### config.mk
export PLATFORM = sky130hd
export DESIGN_NAME = dpram_stream_fifo
export DESIGN_NICKNAME = d
export VERILOG_FILES = /design/src/rtl/dpram_pkg.sv /design/src/rtl/dpram_rd_skid.sv /design/src/rtl/dpram_stream_fifo.sv
export SDC_FILE = /design/constraint.sdc
export NUM_CORES = 1
export LEC_CHECK = 0
export CAP_MARGIN = 20
export CORE_MARGIN = 2
export CORE_UTILIZATION = 35
export CTS_BUF_LIST = sky130_fd_sc_hd__clkbuf_8
export DETAILED_ROUTE_END_ITERATION = 16
export PLACE_DENSITY = 0.66
export REMOVE_ABC_BUFFERS = 1
export SYNTH_ARGS = -nofsm -noshare
export SYNTH_HDL_FRONTEND = slang
export SYNTH_SLANG_ARGS = --single-unit
### constraint.sdc
create_clock -name clk -period 8.2 [get_ports clk]
set_input_delay 1.23 -clock clk [delete_from_list [all_inputs] [get_ports clk]]
set_output_delay 1.23 -clock clk [all_outputs]
set_load 0.02 [all_outputs]
### src/rtl/dpram_pkg.sv
// Shared constants for the dpram stream controller: RAM read latency and depth of
// the return-path skid buffer.
package dpram_pkg;
  localparam int READ_LATENCY = 1;
  localparam int SKID_DEPTH   = 1;
endpackage

### src/rtl/dpram_rd_skid.sv
// Return path of the dpram FIFO: tracks the outstanding RAM read, parks returned words
// in a one-entry skid when the output register is stalled, and owns the output register.
module dpram_rd_skid
  import dpram_pkg::*;
#(
  parameter int DWIDTH = 32
) (
  input  logic              clk,
  input  logic              resetn,
  input  logic              rd_en_i,
  input  logic [DWIDTH-1:0] rd_data_i,
  input  logic              out_ready_i,
  output logic              out_valid_o,
  output logic [DWIDTH-1:0] out_data_o,
  output logic              rd_inflight_o,
  output logic              skid_cnt_o,
  output logic              rd_room_o
);

  logic              inflight_q;
  logic              skid_vld_q, skid_vld_d;
  logic [DWIDTH-1:0] skid_data_q, skid_data_d;
  logic              out_vld_q, out_vld_d;
  logic [DWIDTH-1:0] out_data_q, out_data_d;
  logic              pop, out_free;
  logic [1:0]        occ;

  assign pop      = out_vld_q & out_ready_i;
  assign out_free = ~out_vld_q | pop;

  // Words that will still sit downstream of the RAM after this edge; a new read
  // is only issued when its return is guaranteed a slot (output or skid).
  assign occ       = {1'b0, inflight_q} + {1'b0, skid_vld_q} + {1'b0, out_vld_q} - {1'b0, pop};
  assign rd_room_o = occ < 2'(1 + SKID_DEPTH);

  always_comb begin
    skid_vld_d  = skid_vld_q;
    skid_data_d = skid_data_q;
    out_vld_d   = out_vld_q;
    out_data_d  = out_data_q;
    if (out_free) begin
      if (skid_vld_q) begin
        // Skid is older than anything returning now, so it goes out first.
        out_data_d  = skid_data_q;
        out_vld_d   = 1'b1;
        skid_vld_d  = inflight_q;
        skid_data_d = rd_data_i;
      end else if (inflight_q) begin
        out_data_d = rd_data_i;
        out_vld_d  = 1'b1;
      end else begin
        out_vld_d = 1'b0;
      end
    end else if (inflight_q) begin
      skid_data_d = rd_data_i;
      skid_vld_d  = 1'b1;
    end
  end

  always_ff @(posedge clk or negedge resetn) begin
    if (!resetn) begin
      inflight_q <= 1'b0;
      skid_vld_q <= 1'b0;
      out_vld_q  <= 1'b0;
      out_data_q <= '0;
    end else begin
      inflight_q <= rd_en_i;
      skid_vld_q <= skid_vld_d;
      out_vld_q  <= out_vld_d;
      out_data_q <= out_data_d;
    end
  end

  always_ff @(posedge clk) begin
    skid_data_q <= skid_data_d;
  end

  assign out_valid_o   = out_vld_q;
  assign out_data_o    = out_data_q;
  assign rd_inflight_o = inflight_q;
  assign skid_cnt_o    = skid_vld_q;

endmodule

### src/rtl/dpram_stream_fifo.sv
// First-word-fall-through FIFO built on an external dual-port RAM: port A writes the
// producer stream, port B reads ahead into the return path to hide the RAM read latency.
module dpram_stream_fifo
  import dpram_pkg::*;
#(
  parameter int AWIDTH    = 10,
  parameter int NUM_WORDS = 1024,
  parameter int DWIDTH    = 32
) (
  input  logic              clk,
  input  logic              resetn,
  input  logic              in_valid,
  output logic              in_ready,
  input  logic [DWIDTH-1:0] in_data,
  output logic              out_valid,
  input  logic              out_ready,
  output logic [DWIDTH-1:0] out_data,
  output logic [AWIDTH:0]   count,
  output logic [AWIDTH-1:0] address_a,
  output logic              wren_a,
  output logic [DWIDTH-1:0] data_a,
  output logic [AWIDTH-1:0] address_b,
  output logic              wren_b,
  output logic [DWIDTH-1:0] data_b,
  input  logic [DWIDTH-1:0] out_b
);

  localparam int CW = AWIDTH + 1;

  logic [AWIDTH-1:0] wr_ptr_q, wr_ptr_d;
  logic [AWIDTH-1:0] rd_ptr_q, rd_ptr_d;
  logic [CW-1:0]     ram_cnt_q, ram_cnt_d;
  logic              push, rd_en;
  logic              rd_inflight, skid_cnt, rd_room;

  // Full is judged on every word held, including the output register, so the
  // FIFO never holds more than NUM_WORDS.
  assign count    = ram_cnt_q + CW'(rd_inflight) + CW'(skid_cnt) + CW'(out_valid);
  assign in_ready = count < CW'(NUM_WORDS);
  assign push     = in_valid & in_ready;

  // ram_cnt only counts words written on an earlier edge, so a read never
  // targets the address being written this cycle.
  assign rd_en = (ram_cnt_q != '0) & rd_room;

  always_comb begin
    wr_ptr_d  = push  ? wr_ptr_q + AWIDTH'(1) : wr_ptr_q;
    rd_ptr_d  = rd_en ? rd_ptr_q + AWIDTH'(1) : rd_ptr_q;
    ram_cnt_d = ram_cnt_q + CW'(push) - CW'(rd_en);
  end

  always_ff @(posedge clk or negedge resetn) begin
    if (!resetn) begin
      wr_ptr_q  <= '0;
      rd_ptr_q  <= '0;
      ram_cnt_q <= '0;
    end else begin
      wr_ptr_q  <= wr_ptr_d;
      rd_ptr_q  <= rd_ptr_d;
      ram_cnt_q <= ram_cnt_d;
    end
  end

  dpram_rd_skid #(.DWIDTH(DWIDTH)) u_rd_skid (
    .clk           (clk),
    .resetn        (resetn),
    .rd_en_i       (rd_en),
    .rd_data_i     (out_b),
    .out_ready_i   (out_ready),
    .out_valid_o   (out_valid),
    .out_data_o    (out_data),
    .rd_inflight_o (rd_inflight),
    .skid_cnt_o    (skid_cnt),
    .rd_room_o     (rd_room)
  );

  assign address_a = wr_ptr_q;
  assign wren_a    = push;
  assign data_a    = in_data;
  assign address_b = rd_ptr_q;
  assign wren_b    = 1'b0;
  assign data_b    = '0;

endmodule

Yosys cells after proc, flatten, opt, wreduce, memory -nomap -nowiden --
Cells that the tools add are included.
Storage, ports and cells: input bits 68, register bits 98, output and inout bits 131, logic and storage cells 40
Operators by class: $add $sub $neg 10, reduce and logical (&&, ||, !) cells 5, eq/ne operators 1, mux-type cells 9, bitwise logic cells 5, $lt $le $gt $ge 2
Operator list (count):
- 32-bit two-way mux | 4
- 11-bit by 1-bit adder with 11-bit output | 4
- 10-bit by 1-bit adder with 10-bit output, second input constant | 2
- 11-bit less-than comparator, second input constant | 1
- 11-bit nonzero test | 1
- 11-bit by 1-bit subtractor with 11-bit output | 1
- 1-bit two-way mux | 5
- 2-bit AND reduction | 2
- 2-bit nonzero test | 2
- 1-bit AND | 3
- 1-bit by 1-bit adder with 2-bit output | 1
- 2-bit by 1-bit adder with 2-bit output | 1
- 2-bit less-than comparator, second input constant | 1
- 2-bit by 1-bit != test with 1-bit output, second input constant | 1
- 2-bit by 1-bit subtractor with 2-bit output | 1
- 1-bit NOT | 1
- 1-bit OR | 1

Logic depth before layout (Yosys ltp) --
depth in word-level cells 7, gate-level depth with buffers 19, gate-level depth less buffers 18

Hierarchy --
A second synthesis with hierarchy kept.
Unflattened totals: cell total of the unflattened synthesis 414, area total of the unflattened synthesis 5494.0 sq um
Modules (own cells, without submodules):
- dpram_rd_skid | area an instance 2980.4 sq um, seq. area each 1836.8 sq um, instances 1, cells an instance 151
- dpram_stream_fifo | area an instance 2513.7 sq um, seq. area each 775.7 sq um, instances 1, cells an instance 263

Worst setup path after synthesis --
No wires, ideal clock.
kind in2reg, start point input out_ready, end point register ram_cnt_q[10], stages on the path 19, library setup time 0.123 ns, arrival 4.315 ns, path buffers 1, setup slack 3.762 ns, data required time 8.077 ns, cell sequence and2_1 > ha_1 > inv_1 > ha_1 > a21oi_4 > xnor2_1 > or2_1 > buf_6 > clkinv_2 > ha_1 > inv_1 > ha_1 > inv_1 > fa_1 > nand2b_1 > a21oi_1 > a31oi_1 > a221o_1 > xnor2_1
On the way: word-level cells in the longest chain between the ends 5
Ends and longest elaborated chain:
- start, declared | RTL line dpram_stream_fifo.sv:16 | input logic out_ready,
- 1-bit AND | RTL line dpram_rd_skid.sv:28 | assign pop = out_vld_q & out_ready_i;
- 2-bit by 1-bit subtractor with 2-bit output | RTL line dpram_rd_skid.sv:33 | assign occ = {1'b0, inflight_q} + {1'b0, skid_vld_q} + {1'b0, out_vld_q} - {1'b0, pop};
- 2-bit less-than comparator | RTL line dpram_rd_skid.sv:34 | assign rd_room_o = occ < 2'(1 + SKID_DEPTH);
- 1-bit AND | RTL line dpram_stream_fifo.sv:44 | assign rd_en = (ram_cnt_q != '0) & rd_room;
- named net rd_en | RTL line dpram_stream_fifo.sv:33 | logic push, rd_en;
- 11-bit by 1-bit subtractor with 11-bit output | RTL line dpram_stream_fifo.sv:49 | ram_cnt_d = ram_cnt_q + CW'(push) - CW'(rd_en);
- named net ram_cnt_d[10] | RTL line dpram_stream_fifo.sv:32 | logic [CW-1:0] ram_cnt_q, ram_cnt_d;
- end signal, assigned | RTL line dpram_stream_fifo.sv:60 | ram_cnt_q <= ram_cnt_d;
- end, declared | RTL line dpram_stream_fifo.sv:32
The timed path passes the listed nets, and every way through them passes these cells. A chain may end at the register's enable or synchronous reset.

Worst setup path after layout --
Same ends and word-level chain as after synthesis.

==> flow_summary.toml <==
[outcome]
outcome = "completed"

[critical_path]
critPathKind = "in -> reg"
cp_max_fo = 7
critPathTopFamily = "adder cells"
max_stage_delay_ns = 0.44
slowest_stage = "clkdlybuf4s50_1"
critical_path.most_common_cell = "ha_1"
cp_data_arrival_time_ns = 5.15
cp-start-kind = "input port"
cp.required_ns = 8.45
endpoint_kind = "flop"
crit_buf_inv = 5
worstPathCellList = "clkdlybuf4s50_1, and2_1, ha_1, inv_1, ha_1, a21oi_4, xnor2_1, or2_1, clkinv_2, ha_1, inv_1, ha_1, inv_1, fa_1, nand2b_1, a21oi_1, a31oi_1, a221o_1, xnor2_1"

[placement]
io_buffers = 101
place_congestion = 0.8011
pre_cts_ws_ns = 2.937
dp_hpwl_mm = 7.987
dpl.cell_count = 693

[flow_run]
maxCapViolCount = 0

[pwr]
powerDensity_nw_per_um2 = 454.8
power_leakage_nw = 2.593
ir_drop_mv = 0.4130
power_w = 0.002828

[clocking]
clkLatencyLatePin_ns = 0.37
cts-root-buf = "clkbuf_8"
cts_sinks = 98
cts_hold_buf = 0
htree_levels = 3
cts_resized = 0
cts_tree = "yes"
cts_made_buffers = 9
cts_buffer_depth = 2
path_clk_slew_ns = 0.09
cts_setup_buffers = 0

[floorplan]
fp.dieH_um = 124.9
io_pins = 199
start_util_pct = 35.44
coreArea_um2 = 14420
die_w_um = 124.9
die_area_um2 = 15590
rows = 44

[sta]
layout_setup_ws_ns = 3.304
timing.fmax_mhz = 204.3
setup_viol = 0
slew_violations = 0
min_period_ns = 4.896
period_share_pct = 59.70
holdWs_ns = 0.4743
rsz0062_at_grt = "no"
fin_setup_tns_ns = 0
relSlewSlack_pct = 41.89
worst_pin_slew_ns = 0.8716
hold_violations = 0
finClkSkew_ns = 0.01030

[logic_synthesis]
synth_edf_count = 32
ys_seq_area_share_pct = 51.10
synth_area_leaders = "dfrtp_1 (32%), edfxtp_1 (19%), buf_4 (9.7%)"
syn_inst = 451
ys_ff_latch = 98
syn_area_um2 = 5112
async_flop_share_pct = 67.35
synth.largest_area_cell = "dfrtp_1"
synth.avg_cell_area_um2 = 11.34
synth_common_cells = "buf_4 (66), dfrtp_1 (66), a21oi_1 (40)"
synth.top_cell.area_share_pct = 32.31
synth_warnings = 0
synth_ff_type = "dfrtp_1"
synth_cell_types = 40

[global_routing]
grt_pass1_vias = 3184
gr-max-usage-layer = "met2"
grt_max_degree = 67
grt_pass1_wl_mm = 17.21
overflow = 0
gr-usage-met3_pct = 6.443
met2_usage_pct = 19.54
track_usage_pct = 14.10
grt_use_met1_pct = 18.95
grt_antenna_before_repair = 0

[detailed_routing]
dr_total_vias = 3291
drc = 0
drt_wl_total_mm = 11.13
via_per_inst = 4.635
avgRoutedWirePerCell_um = 15.67
drt_iter0_markers = 149
ant_nets = 0
first_pass_iters = 6

[layout]
fillers = 1378
synthToLayoutAreaGrowth_pct = 21.63
layout-drive-gt1-share_pct = 5.703
nets = 620
antenna_cells = 0
fin_cells = 710

[worst_hold_path]
hold_path_class = "reg -> reg"
-- cell usage in the layout, fill, tap and decap left out, drive strengths merged, types with 10 or more instances in the layout --
cell	n
mux2i	33
nand4	10
clkbuf	12
ha	28
dfrtp	66
a21oi	41
nor2	39
clkdlybuf4s50	100
inv	25
xnor2	31
edfxtp	32
conb	33
nand2	17
-- cell type report --
type / instances / area [µm²] / share of cell area, %
inverters: 26 / 98.84 / 1.590
clock buffers: 12 / 165.2 / 2.656
clock inverters: 4 / 72.57 / 1.167
repair buffers: 105 / 1064 / 17.10
flip-flops and latches: 98 / 2614 / 42.03
multi-input cells: 281 / 1974 / 31.75
well taps: 184 / 230.2 / 3.702
-- metal layers --
layer  up-vias  part of all wire, %  routed length [µm]
met5         -                    0                   0
met4         0                  1.9                 214
li1       1557                    -                   -
met2       147                   42                4625
met1      1571                   47                5236
met3        16                  9.5                1052
-- cells by family after synthesis --
logic type	count (synthesis)	synth area share (%)
flip-flops	98	51.10
other	1	0.07335
AO/OA/AOI/OAI	52	5.776
buffers and inverters	104	12.87
multiplexers	34	6.681
XOR/XNOR	38	6.510
AND/OR/NAND/NOR	93	8.957
adder cells (fa/ha/maj)	31	8.028
-- where the power goes --
part	internal (W)	total [W]	switching, W
logic	0.000721	0.00158	0.000862
clock network	0.000196	0.000361	0.000165
registers	0.000733	0.000884	0.000151
-- registers in the layout, summed over array words and instances, names as in the netlist --
signal and count:
ram_cnt_q 11, u_rd_skid.skid_data_q 32, u_rd_skid.rd_inflight_o 1, u_rd_skid.out_data_o 32, address_b 10, u_rd_skid.skid_cnt_o 1, u_rd_skid.out_valid_o 1, address_a 10
-- stage by stage --
stage,utilization (%),area [µm²]
floorplan,-,4673
global placement,41.19,5941
detailed placement,41.33,5961
CTS,42.97,6198
global route,43.11,6218
finish,43.11,6218
-- worst paths after layout --
check	start	endpoint	slack, ns	cells past startpoint
hold / removal	address_b[9]	address_b[9]	0.47	1
setup / recovery	out_ready	ram_cnt_q[10]	3.30	19
max in group asynchronous	resetn	u_rd_skid.skid_cnt_o	6.62	1
hold reg to reg	address_b[9]	address_b[9]	0.47	1
setup reg to reg	u_rd_skid.out_valid_o	ram_cnt_q[10]	3.88	16
min in group asynchronous	resetn	ram_cnt_q[7]	0.97	1
(Power assumes the default switching activity.)
